$ cat src/rtl/lcd_bus_driver.sv
// HD44780-style pin timing engine: setup, E pulse, hold, then execution wait per word.
// LCD_LONG_EXEC_EN: decode clear/home for the long wait; otherwise every word waits T_EXEC_LONG.
module lcd_bus_driver #(
    parameter int unsigned T_SETUP     = 4,
    parameter int unsigned T_PW        = 12,
    parameter int unsigned T_HOLD      = 2,
    parameter int unsigned T_EXEC      = 1850,
    parameter int unsigned T_EXEC_LONG = 76000
) (
    input  logic       clk,
    input  logic       rst,
    input  logic       in_valid,
    input  logic [9:0] in_data,
    output logic       in_ready,
    output logic       done,
    output logic       RS,
    output logic       RW,
    output logic       E,
    output logic [7:0] D
);

    localparam int unsigned MAX_A   = (T_SETUP > T_PW) ? T_SETUP : T_PW;
    localparam int unsigned MAX_B   = (MAX_A > T_HOLD) ? MAX_A : T_HOLD;
    localparam int unsigned MAX_C   = (MAX_B > T_EXEC) ? MAX_B : T_EXEC;
    localparam int unsigned MAX_CYC = (MAX_C > T_EXEC_LONG) ? MAX_C : T_EXEC_LONG;
    localparam int unsigned CW      = $clog2(MAX_CYC) + 1;

    localparam logic [CW-1:0] SETUP_M1 = CW'(T_SETUP - 1);
    localparam logic [CW-1:0] PW_M1    = CW'(T_PW - 1);
    localparam logic [CW-1:0] HOLD_M1  = CW'(T_HOLD - 1);
    localparam logic [CW-1:0] LONG_M1  = CW'(T_EXEC_LONG - 1);
`ifdef LCD_LONG_EXEC_EN
    localparam logic [CW-1:0] EXEC_M1  = CW'(T_EXEC - 1);
`endif

    typedef enum logic [2:0] {
        IDLE,
        SETUP,
        PULSE,
        HOLD,
        EXEC
    } state_t;

    state_t        state_q;
    logic [CW-1:0] cnt_q;
    logic [CW-1:0] exec_m1_d;
    logic          rs_q, rw_q, e_q, done_q, ready_q;
    logic [7:0]    d_q;

    // Execution wait is chosen from the latched pins, not the live input.
    always_comb begin
`ifdef LCD_LONG_EXEC_EN
        exec_m1_d = (!rs_q && !rw_q && (d_q inside {8'h01, 8'h02, 8'h03})) ? LONG_M1 : EXEC_M1;
`else
        exec_m1_d = LONG_M1;
`endif
    end

    always_ff @(posedge clk or posedge rst) begin
        if (rst) begin
            state_q <= IDLE;
            cnt_q   <= '0;
            rs_q    <= 1'b0;
            rw_q    <= 1'b0;
            e_q     <= 1'b0;
            d_q     <= '0;
            done_q  <= 1'b0;
            ready_q <= 1'b1;
        end else begin
            done_q <= 1'b0;
            case (state_q)
                IDLE: begin
                    if (in_valid) begin
                        rw_q    <= in_data[9];
                        rs_q    <= in_data[8];
                        d_q     <= in_data[7:0];
                        cnt_q   <= SETUP_M1;
                        ready_q <= 1'b0;
                        state_q <= SETUP;
                    end
                end
                SETUP: begin
                    if (cnt_q == '0) begin
                        e_q     <= 1'b1;
                        cnt_q   <= PW_M1;
                        state_q <= PULSE;
                    end else begin
                        cnt_q <= cnt_q - 1'b1;
                    end
                end
                PULSE: begin
                    if (cnt_q == '0) begin
                        e_q     <= 1'b0;
                        cnt_q   <= HOLD_M1;
                        state_q <= HOLD;
                    end else begin
                        cnt_q <= cnt_q - 1'b1;
                    end
                end
                HOLD: begin
                    if (cnt_q == '0) begin
                        cnt_q   <= exec_m1_d;
                        state_q <= EXEC;
                    end else begin
                        cnt_q <= cnt_q - 1'b1;
                    end
                end
                EXEC: begin
                    if (cnt_q == '0) begin
                        done_q  <= 1'b1;
                        ready_q <= 1'b1;
                        state_q <= IDLE;
                    end else begin
                        cnt_q <= cnt_q - 1'b1;
                    end
                end
                default: begin
                    e_q     <= 1'b0;
                    ready_q <= 1'b1;
                    state_q <= IDLE;
                end
            endcase
        end
    end

    assign in_ready = ready_q;
    assign done     = done_q;
    assign RS       = rs_q;
    assign RW       = rw_q;
    assign E        = e_q;
    assign D        = d_q;

endmodule

$ cat config.mk
export PLATFORM = sky130hd
export DESIGN_NAME = lcd_bus_driver
export DESIGN_NICKNAME = d
export VERILOG_FILES = /design/src/rtl/lcd_bus_driver.sv
export SDC_FILE = /design/constraint.sdc
export NUM_CORES = 1
export LEC_CHECK = 0
export ABC_AREA = 1
export CAP_MARGIN = 20
export CELL_PAD_IN_SITES_DETAIL_PLACEMENT = 1
export CELL_PAD_IN_SITES_GLOBAL_PLACEMENT = 1
export CORE_MARGIN = 2
export CORE_UTILIZATION = 37
export DETAILED_ROUTE_END_ITERATION = 7
export PLACE_DENSITY_LB_ADDON = 0.15
export SYNTH_ARGS = -nofsm -noshare
export SYNTH_HDL_FRONTEND = slang
export SYNTH_SLANG_ARGS = --single-unit
$ cat constraint.sdc
create_clock -name clk -period 1.7 [get_ports clk]
set_input_delay 0.34 -clock clk [delete_from_list [all_inputs] [get_ports clk]]
set_output_delay 0.34 -clock clk [all_outputs]
set_load 0.03 [all_outputs]
==> impl_metrics.csv <==
group,metric,value,unit
route,wl,5420,um
route,viasPerCell,4.85,
global_route,grt_pass1_vias,2046,
floorplanning,core,0.00557,mm2
placed_design,routabilityCongestion,0.740,
sta,finalWorstSetupSlack,0.0457,ns
sta,finalSetupViolations,0,
sta,finClkSkew,0.00563,ns
sta,hold_viol,0,
logic_synthesis,ys_types,33,
clocking,clk_latency,0.29,ns
setup_path,critPathBufInv,1,
setup_path,critPathSlowestCell,"clkdlybuf4s50_1",
setup_path,cp.required,1.36,ns
sta,rsz0062_at_grt,"false",
sta,final.period_utilization,0.973,
logic_synthesis,synth_edf_count,0,
finish,postLayoutCellArea,0.00281,mm2
logic_synthesis,synth_async_sr_flop_share,1.00,
setup_path,cp_data_arrival_time,1.31,ns
finish,nNetsFinal,340,
global_route,antenna_found_initial,0,
route,vias,1930,
placed_design,place_hpwl,4040,um
logic_synthesis,yosys_warnings,0,
setup_path,start_kind,"flip-flop",
placed_design,port_buffers,25,
route,ant_nets,0,
logic_synthesis,syn_area,0.00216,mm2
clocking,cts_sinks,34,
pwr,p_per_area,2020,mW/mm2
setup_path,max_stage_delay,0.67,ns
sta,max_slew_margin,0.774,
logic_synthesis,ys_top_cells_by_area,"dfrtp_1, nand2_1, inv_1",
floorplanning,start_util,0.387,
setup_path,end_kind,"output pin",
setup_path,path_max_fanout,2,
pwr,peakVddDrop,0.000845,V
clocking,cts_root_buffer,"clkbuf_8",
clocking,hold_buffers,0,
placed_design,dp.cells,390,
clocking,cts_made_buffers,5,
floorplanning,die_y,80.3,um
logic_synthesis,yosysTopAreaCellShare,0.383,
logic_synthesis,synth-seq-cells,34,
logic_synthesis,synthesis.nets,298,
logic_synthesis,synthTopCellsByCount,"nand2_1, inv_1, dfrtp_1",
logic_synthesis,netlist_instances,283,
sta,tightest_slew,0.338,ns
finish,fin_cells,398,
logic_synthesis,synth_top_area_cell,"dfrtp_1",
setup_path,r2r_slack,0.14,ns
finish,diodes,0,
clocking,cts_tree,"built",
logic_synthesis,ys_seq_area_frac,0.395,
sta,fmax,604,MHz
setup_path,crit_chain,"clkdlybuf4s50_1",
route,wl_per_cell,13.6,um
sta,slew_violations,0,
sta,fin_hold_ws,0.397,ns
floorplanning,io-pin-count,26,
clocking,clk_path_buf_depth,2,
clocking,cts_max_level,2,
floorplanning,rows,27,
pwr,p_leak,1.53,nW
logic_synthesis,syn_avg_cell_area,7.62,um2
route,drtIter0Drc,72,
global_route,grt_usage,0.191,
floorplanning,die_w,80.3,um
floorplanning,dieArea,0.00645,mm2
route,drc,0,
logic_synthesis,synth_most_common_cell,"nand2_1",
outcome,status,"finished clean",
finish,fillers,714,
sta,fin_crit,1.65,ns
clocking,path_clk_slew,0.08,ns
logic_synthesis,ys.flop_type,"dfrtp_1",
hold_path,hp-class,"primary input to async pin",
finish,area_growth,30.2,%
global_route,grt_max_degree,35,
global_route,grt.overflow.total,0,
placed_design,place_area,0.00259,mm2
finish,final_layout_size_suffix_gt1_frac,0.236,
setup_path,critPathKind,"flip-flop to output pin",
setup_path,cp_top_family,"buffers and inverters",
placed_design,dp_slack,-0.0273,ns
global_route,grt_pass1_wl,9540,um
job,maxCapViolCount,0,
route,drt_first_pass_iters,4,
==> where the power goes <==
group | internal [mW] | switching, mW | total, mW
combinational | 1.22 | 2.17 | 3.38
sequential | 1.12 | 0.235 | 1.36
clock | 0.588 | 0.333 | 0.921
total | 2.93 | 2.73 | 5.66
==> repair_timing <==
item,4_1_cts,5_1_grt
gates resized for setup,2,21
pin swaps,0,2
endpoints found under the setup margin,16,28
setup buffers,0,0
==> layout make-up <==
cell class / count / area (um2) / share of cell area
flip-flops and latches: 34 / 852 / 0.303
clock buffers: 5 / 68.8 / 0.0245
well taps: 72 / 90.1 / 0.0321
clock inverters: 3 / 68.8 / 0.0245
multi-input cells: 204 / 1150 / 0.411
repair buffers: 40 / 419 / 0.149
inverters: 40 / 154 / 0.0548
==> flip-flops by register name, summed over array words and instances (netlist names) <==
register and count:
cnt_q 18, RW 1, RS 1, in_ready 1, E 1, done 1, D 8, state_q 3
==> worst paths after layout <==
path | cells past startpoint | start | endpoint
min reg2reg | 2 | in_ready | in_ready
max reg2reg | 11 | cnt_q[6] | cnt_q[3]
min | 3 | rst | D[7]
max in group asynchronous | 3 | rst | in_ready
max | 1 | D[4] | D[4]
min in group clk | 2 | in_ready | in_ready
==> through the flow <==
stage	total power, mW	setup TNS (ns)	util
after floorplan	3.68	0	-
after global placement	4.61	0	0.465
after detailed placement	4.67	-0.121	0.465
after CTS	5.65	0	0.491
after global routing	6.15	0	0.504
final	5.66	0	0.504
==> logic make-up (layout without fill, tap and decap cells) <==
family	after synthesis	after routing	share of synthesized area
flip-flops	34	34	0.395
XOR/XNOR	4	4	0.0163
AND/OR/NAND/NOR	181	181	0.423
AO/OA/AOI/OAI	17	17	0.0580
buffers and inverters	45	88	0.0958
adder cells (fa/ha/maj)	2	2	0.0116
==> placed cells by master, fill, tap and decap left out, drive strengths merged, types with 2 or more instances in the layout <==
| master | count |
|---|---|
| dlymetal6s2s | 8 |
| clkdlybuf4s50 | 16 |
| bufinv | 2 |
| clkbuf | 5 |
| buf | 15 |
| xor2 | 3 |
| nand3 | 32 |
| clkinv | 2 |
| o21ai | 12 |
| nor2 | 39 |
| nand4 | 7 |
| a21oi | 4 |
| inv | 39 |
| dfrtp | 33 |
| nand2 | 100 |
| ha | 2 |
==> per-layer routing <==
layer,GRT usage,wire length (um)
met4,0.0559,67
met5,0,0
met1,0.243,2540
met3,0.0382,169
met2,0.326,2650
Power figures use the tool's default switching activity.
==> patch 1, RTL diff (same flow settings) <==
The option `LCD_LONG_EXEC_EN` is turned on by a define.
--- a/src/rtl/lcd_bus_driver.sv
+++ b/src/rtl/lcd_bus_driver.sv
@@ -2,2 +2,4 @@
 // LCD_LONG_EXEC_EN: decode clear/home for the long wait; otherwise every word waits T_EXEC_LONG.
+`define LCD_LONG_EXEC_EN
+
 module lcd_bus_driver #(
Function: same outputs for any inputs over 10 cycles, from zero or initial values and one cycle with rst high; that may be too few to reach the edited logic, so the function may still have changed.
==> patch 1 against the unedited design <==
  * Synthesized area is 6.4% lower
  * Clock skew hardly changed
  * Utilization is 5.2 points higher
  * Final cell count is 4.5% higher
  * Sequential cell count stayed put
  * Setup slack worse by 32 ps
  * Wire length is 15% higher
  * Final area is 2.3% higher
Power is left out: it rests on default switching activity, and per cell area and clock period it moved more than threefold.
==> patch 1: results (changes against the unedited design) <==
* Outcome: complete, no violations (unchanged)
* Placed inst area at 2530 um2 (was 2590 um2)
* Vias in the first global route at 2,151 (was 2,046)
* Initial antenna violation count at 0 (unchanged)
* Final nets at 360 (was 340)
* Commonest cells in the netlist: 100 x nand2_1, 33 x dfrtp_1, 32 x nand3_1 (was 92 x nand2_1, 35 x inv_1, 33 x dfrtp_1)
* Net Count, Synth at 293 (was 298)
* Clock tree buffer depth at 2 (unchanged)
* Post-CTS Setup Bufs at 6 (was 0)
* DR pass1 iterations at 4 (unchanged)
* Post_cts resized at 7 (was 2)
* H-tree depth at 2 (unchanged)
* HPWL after DPL at 4.36 mm (was 4.04 mm)
* Post-synth ARST share at 100% (unchanged)
* Distinct cells, synth at 29 (was 33)
* DR vias at 2,037 (was 1,930)
* GPL Wtd Cong at 0.816 (was 0.740)
* Largest net degree at the start of global routing at 35 (unchanged)
* Most common flop cell mapped by yosys: dfrtp_1 (unchanged)
* Sequential area share after synthesis at 42.2% (was 39.5%)
* CP Max Fanout at 4 (was 2)
* Actual slew at the worst max-slew pin at 488 ps (was 338 ps)
* GRT Util Overall at 21.1% (was 19.1%)
* Clk root buf: clkbuf_8 (unchanged)
* Routed WL per cell at 15.0 um (was 13.6 um)
* Worst-Skew Late Latency at 290 ps (about the same)
* Max incr delay on CP at 440 ps (was 670 ps)
* First-pass GRT wire length at 10.0 mm (was 9.54 mm)
* Fin Clk Skew at 5.86 ps (was 5.63 ps)
* Max FFs per register at 18 (unchanged)
* Slowest-stage cell, CP: dfrtp_1 (was clkdlybuf4s50_1)
* Worst-path clk slew at about 70 ps
* Initial DRC count at 68 (was 72)
* Ranking of synthesized cells by area: dfrtp_1 41%, nand2_1 19%, nand3_1 7.9% (was dfrtp_1 38%, nand2_1 16%, inv_1 6.1%)
* Fraction of layout instances using a drive strength above 1 at 27.5% (was 23.6%)
* CTS buffer count at 5 (unchanged)
* Crit path DAT at 1860 ps (was 1310 ps)
* Inserted Diodes at 0 (unchanged)
* HP Class: in2async (unchanged)
* Port-buffer cells at 25 (unchanged)
* Biggest register: cnt_q (unchanged)
==> patch 1: worst paths after layout <==
| kind | cells after the start | start | to | slack (ps) |
|---|---|---|---|---|
| setup / recovery | 9 | cnt_q[5] | cnt_q[5] | 10 |
| hold / removal | 3 | rst | cnt_q[16] | 410 |
| setup reg to reg | 9 | cnt_q[5] | cnt_q[5] | 10 |
| hold reg to reg | 2 | E | E | 500 |
| max in group asynchronous | 3 | rst | in_ready | 1050 |
| min in group clk | 2 | E | E | 500 |
==> patch 1: logic make-up (layout without fill, tap and decap cells) <==
kind of cell             count (synthesis)  after routing  share of synthesized area, %
buffers and inverters                   34            101                          6.70
flip-flops                              34             34                          42.2
adder cells (fa/ha/maj)                  2              2                          1.24
AND/OR/NAND/NOR                        178            179                          40.2
XOR/XNOR                                 7              7                          3.04
AO/OA/AOI/OAI                           23             23                          6.63
==> patch 1: per-layer routing <==
metal / vias up / global-route usage, % / wire (um)
met4: 0 / 4.82 / 53
met2: 25 / 37.4 / 3290
met3: 5 / 4.07 / 177
met1: 994 / 26.5 / 2720
li1: 1013 / - / -
met5: - / 0 / 0
==> patch 1: cell type report <==
cell class	count	area [um2]
Tap cell	70	87.6
Fill cell	634	2300
Clock inverter	3	40.0
Sequential cell	34	855
Inverter	32	123
Clock buffer	5	68.8
Multi-Input combinational cell	211	1150
Timing Repair Buffer	61	552
==> patch 1: through the flow <==
stage                     hold WS (ps)  worst slack [ps]  cells  TNS (ps)
after floorplan                    457               200    278         0
after global placement             471              1.77    394         0
after detailed placement           481             -86.9    394      -451
after CTS                          423             0.548    408         0
after global routing               426              -102    416      -669
final                              407              13.6    416         0
==> patch 1: critical path: cells and delay by family (launching register included) <==
kind / cells / cell delay (ps)
simple gates: 7 / 950
compound gates: 1 / 60
buf+inv: 1 / 130
flops: 1 / 440
==> patch 2, RTL diff (config.mk and constraints unchanged) <==
Without the edit above. Re-encode `state_t` (5 states) as Gray code, 3 bits wide.
--- a/src/rtl/lcd_bus_driver.sv
+++ b/src/rtl/lcd_bus_driver.sv
@@ -36,7 +36,7 @@
     typedef enum logic [2:0] {
-        IDLE,
-        SETUP,
-        PULSE,
-        HOLD,
-        EXEC
+        IDLE  = 3'b000,
+        SETUP = 3'b001,
+        PULSE = 3'b011,
+        HOLD  = 3'b010,
+        EXEC  = 3'b110
     } state_t;
Behaviour: same outputs for any inputs over 10 cycles, from zero or initial values and one cycle with rst high; not proved beyond that.
==> patch 2 against the unedited design <==
  * The flow now finishes with violations (negative setup slack)
  * Final cell count down 4.5%
  * Setup slack worse by 57 ps
  * Synthesized area down 9.3%
  * Total power down 0.19%
  * Highest routed layer unchanged
  * Global-route usage up 1.1 points
  * Sequential cell count unchanged
  * Non-clock buffer count up 19
  * Combinational power up 6%
  * Wire length up 4.1%
  * First-iteration DRC count up 31%
  * Final area down 0.98%
==> patch 2: results (changes against the unedited design) <==
* Vias in the first global route at 1,959 (was 2,046)
* CTS buffer count at 5 (unchanged)
* GRT Util Overall at 20.2% (was 19.1%)
* Setup crit end: cnt_q[3] (was D[4])
* Final setup viols at 1 (was 0)
* Inserted Diodes at 0 (unchanged)
* Distinct cells, synth at 27 (was 33)
* Crit path DAT at 1900 ps (was 1310 ps)
* Fraction of layout instances using a drive strength above 1 at 32.3% (was 23.6%)
* GR met2 Demand/Resource at 34.8% (was 32.6%)
* Final setup TNS at -11.6 ps (was 0 ps)
* H-tree depth at 2 (unchanged)
* HP Class: in2async (unchanged)
* P_int at 3.02 mW (was 2.93 mW)
* DR pass1 iterations at 4 (unchanged)
* Routed WL per cell at 14.9 um (was 13.6 um)
* Final WS setup at -11.6 ps (was 45.7 ps)
* Clk root buf: clkbuf_8 (unchanged)
* Top sig layer: met4 (unchanged)
* Actual slew at the worst max-slew pin at 391 ps (was 338 ps)
* GPL Wtd Cong at 0.839 (was 0.740)
* Commonest cells in the netlist: 77 x nand2_1, 37 x nor2_1, 33 x dfrtp_1 (was 92 x nand2_1, 35 x inv_1, 33 x dfrtp_1)
* Outcome: finished with violations (was complete, no violations)
* Fin Clk Skew at 8.54 ps (was 5.63 ps)
* Routed wl met3 at 129 um (was 169 um)
* Worst-case vdd ir drop at 0.929 mV (was 0.845 mV)
* Layout fillers at 644 (was 714)
* Violated checks: negative setup slack
* Met1 WL at 2.52 mm (was 2.54 mm)
* Delay-heaviest family, CP: simple AND/OR/NAND/NOR gates (was buffers and inverters)
* Worst Setup SP: cnt_q[0] (was D[4])
* Initial antenna violation count at 0 (unchanged)
* First-pass GRT wire length at 9.48 mm (was 9.54 mm)
* HPWL after DPL at 4.20 mm (was 4.04 mm)
* Final nets at 324 (was 340)
* Largest net degree at the start of global routing at 35 (unchanged)
* Met2 wire length at 2.91 mm (was 2.65 mm)
* Post-CTS Setup Bufs at 0 (unchanged)
* Synth warn at 0 (unchanged)
* Worst r2r path cells at 12 (was 11)
* Leakage at 1.43 nW (was 1.53 nW)
* Worst-path clk slew at 80 ps (about the same)
* Final max-slew violation count at 0 (unchanged)
* Biggest register: cnt_q (unchanged)
* Switching Share at 46.6% (was 48.3%)
* CP Max Fanout at 4 (was 2)
* Worst-Skew Late Latency at 290 ps (about the same)
* DR vias/cell at 4.90 (was 4.85)
* Ranking of synthesized cells by area: dfrtp_1 42%, nand2_1 15%, nor2_1 7.1% (was dfrtp_1 38%, nand2_1 16%, inv_1 6.1%)
* Grt met1 use at 25.9% (was 24.3%)
* Slowest-stage cell, CP: dfrtp_1 (was clkdlybuf4s50_1)
* Net Count, Synth at 261 (was 298)
* Max incr delay on CP at 400 ps (was 670 ps)
* Initial DRC count at 94 (was 72)
* Met3 usage at 4.35% (was 3.82%)
* Post-synth ARST share at 100% (unchanged)
* Sequential area share after synthesis at 43.6% (was 39.5%)
==> patch 2: changes by cell type after synthesis, sizes merged, moves of 2 or more <==
cell    delta
nand2     -21
inv       -16
nand3     -13
mux2      +10
clkbuf     -3
nand3b     +3
nor2       +3
xor2       +3
a31oi      +2
==> patch 2: cells by family after synthesis <==
| kind of cell | synth area share, % |
|---|---|
| AO/OA/AOI/OAI | 4.48 |
| XOR/XNOR | 2.69 |
| buffers and inverters | 5.95 |
| AND/OR/NAND/NOR | 36.2 |
| flip-flops | 43.6 |
| adder cells (fa/ha/maj) | 1.28 |
| multiplexers | 5.76 |
==> patch 2: cell type report <==
class | count | area share (%)
clock inverter | 3 | 1.62
timing repair buffer | 59 | 19.6
clock buffer | 5 | 2.48
tap | 70 | 3.15
multi-input combinational | 186 | 39.3
inverter | 23 | 3.20
sequential | 34 | 30.6
==> patch 2: power groups by stage <==
stage	sequential, mW	clock, mW	combinational [mW]
after CTS	1.30	0.779	3.36
after detailed placement	1.32	0	3.29
after floorplan	1.58	0	1.76
final	1.31	0.761	3.58
after global placement	1.31	0	3.23
after global routing	1.35	0.814	3.95
==> patch 2: per-stage QoR <==
stage / worst slack, ps / instance area, um2 / std cells / hold WS [ps] / power, mW
2_1_floorplan: 128 / 1950 / 246 / 481 / 3.34
3_3_place_gp: -12.0 / 2540 / 372 / 487 / 4.53
3_5_place_dp: -34.4 / 2540 / 372 / 496 / 4.62
4_1_cts: 15.0 / 2670 / 380 / 418 / 5.44
5_1_grt: -91.8 / 2780 / 380 / 434 / 6.11
6_report: -11.6 / 2780 / 380 / 413 / 5.65
==> patch 2: repair_timing <==
item,4_1_cts,5_1_grt
hold buffers,0,0
endpoints found under the setup margin,14,24
gates resized for setup,5,39
pin swaps,1,11
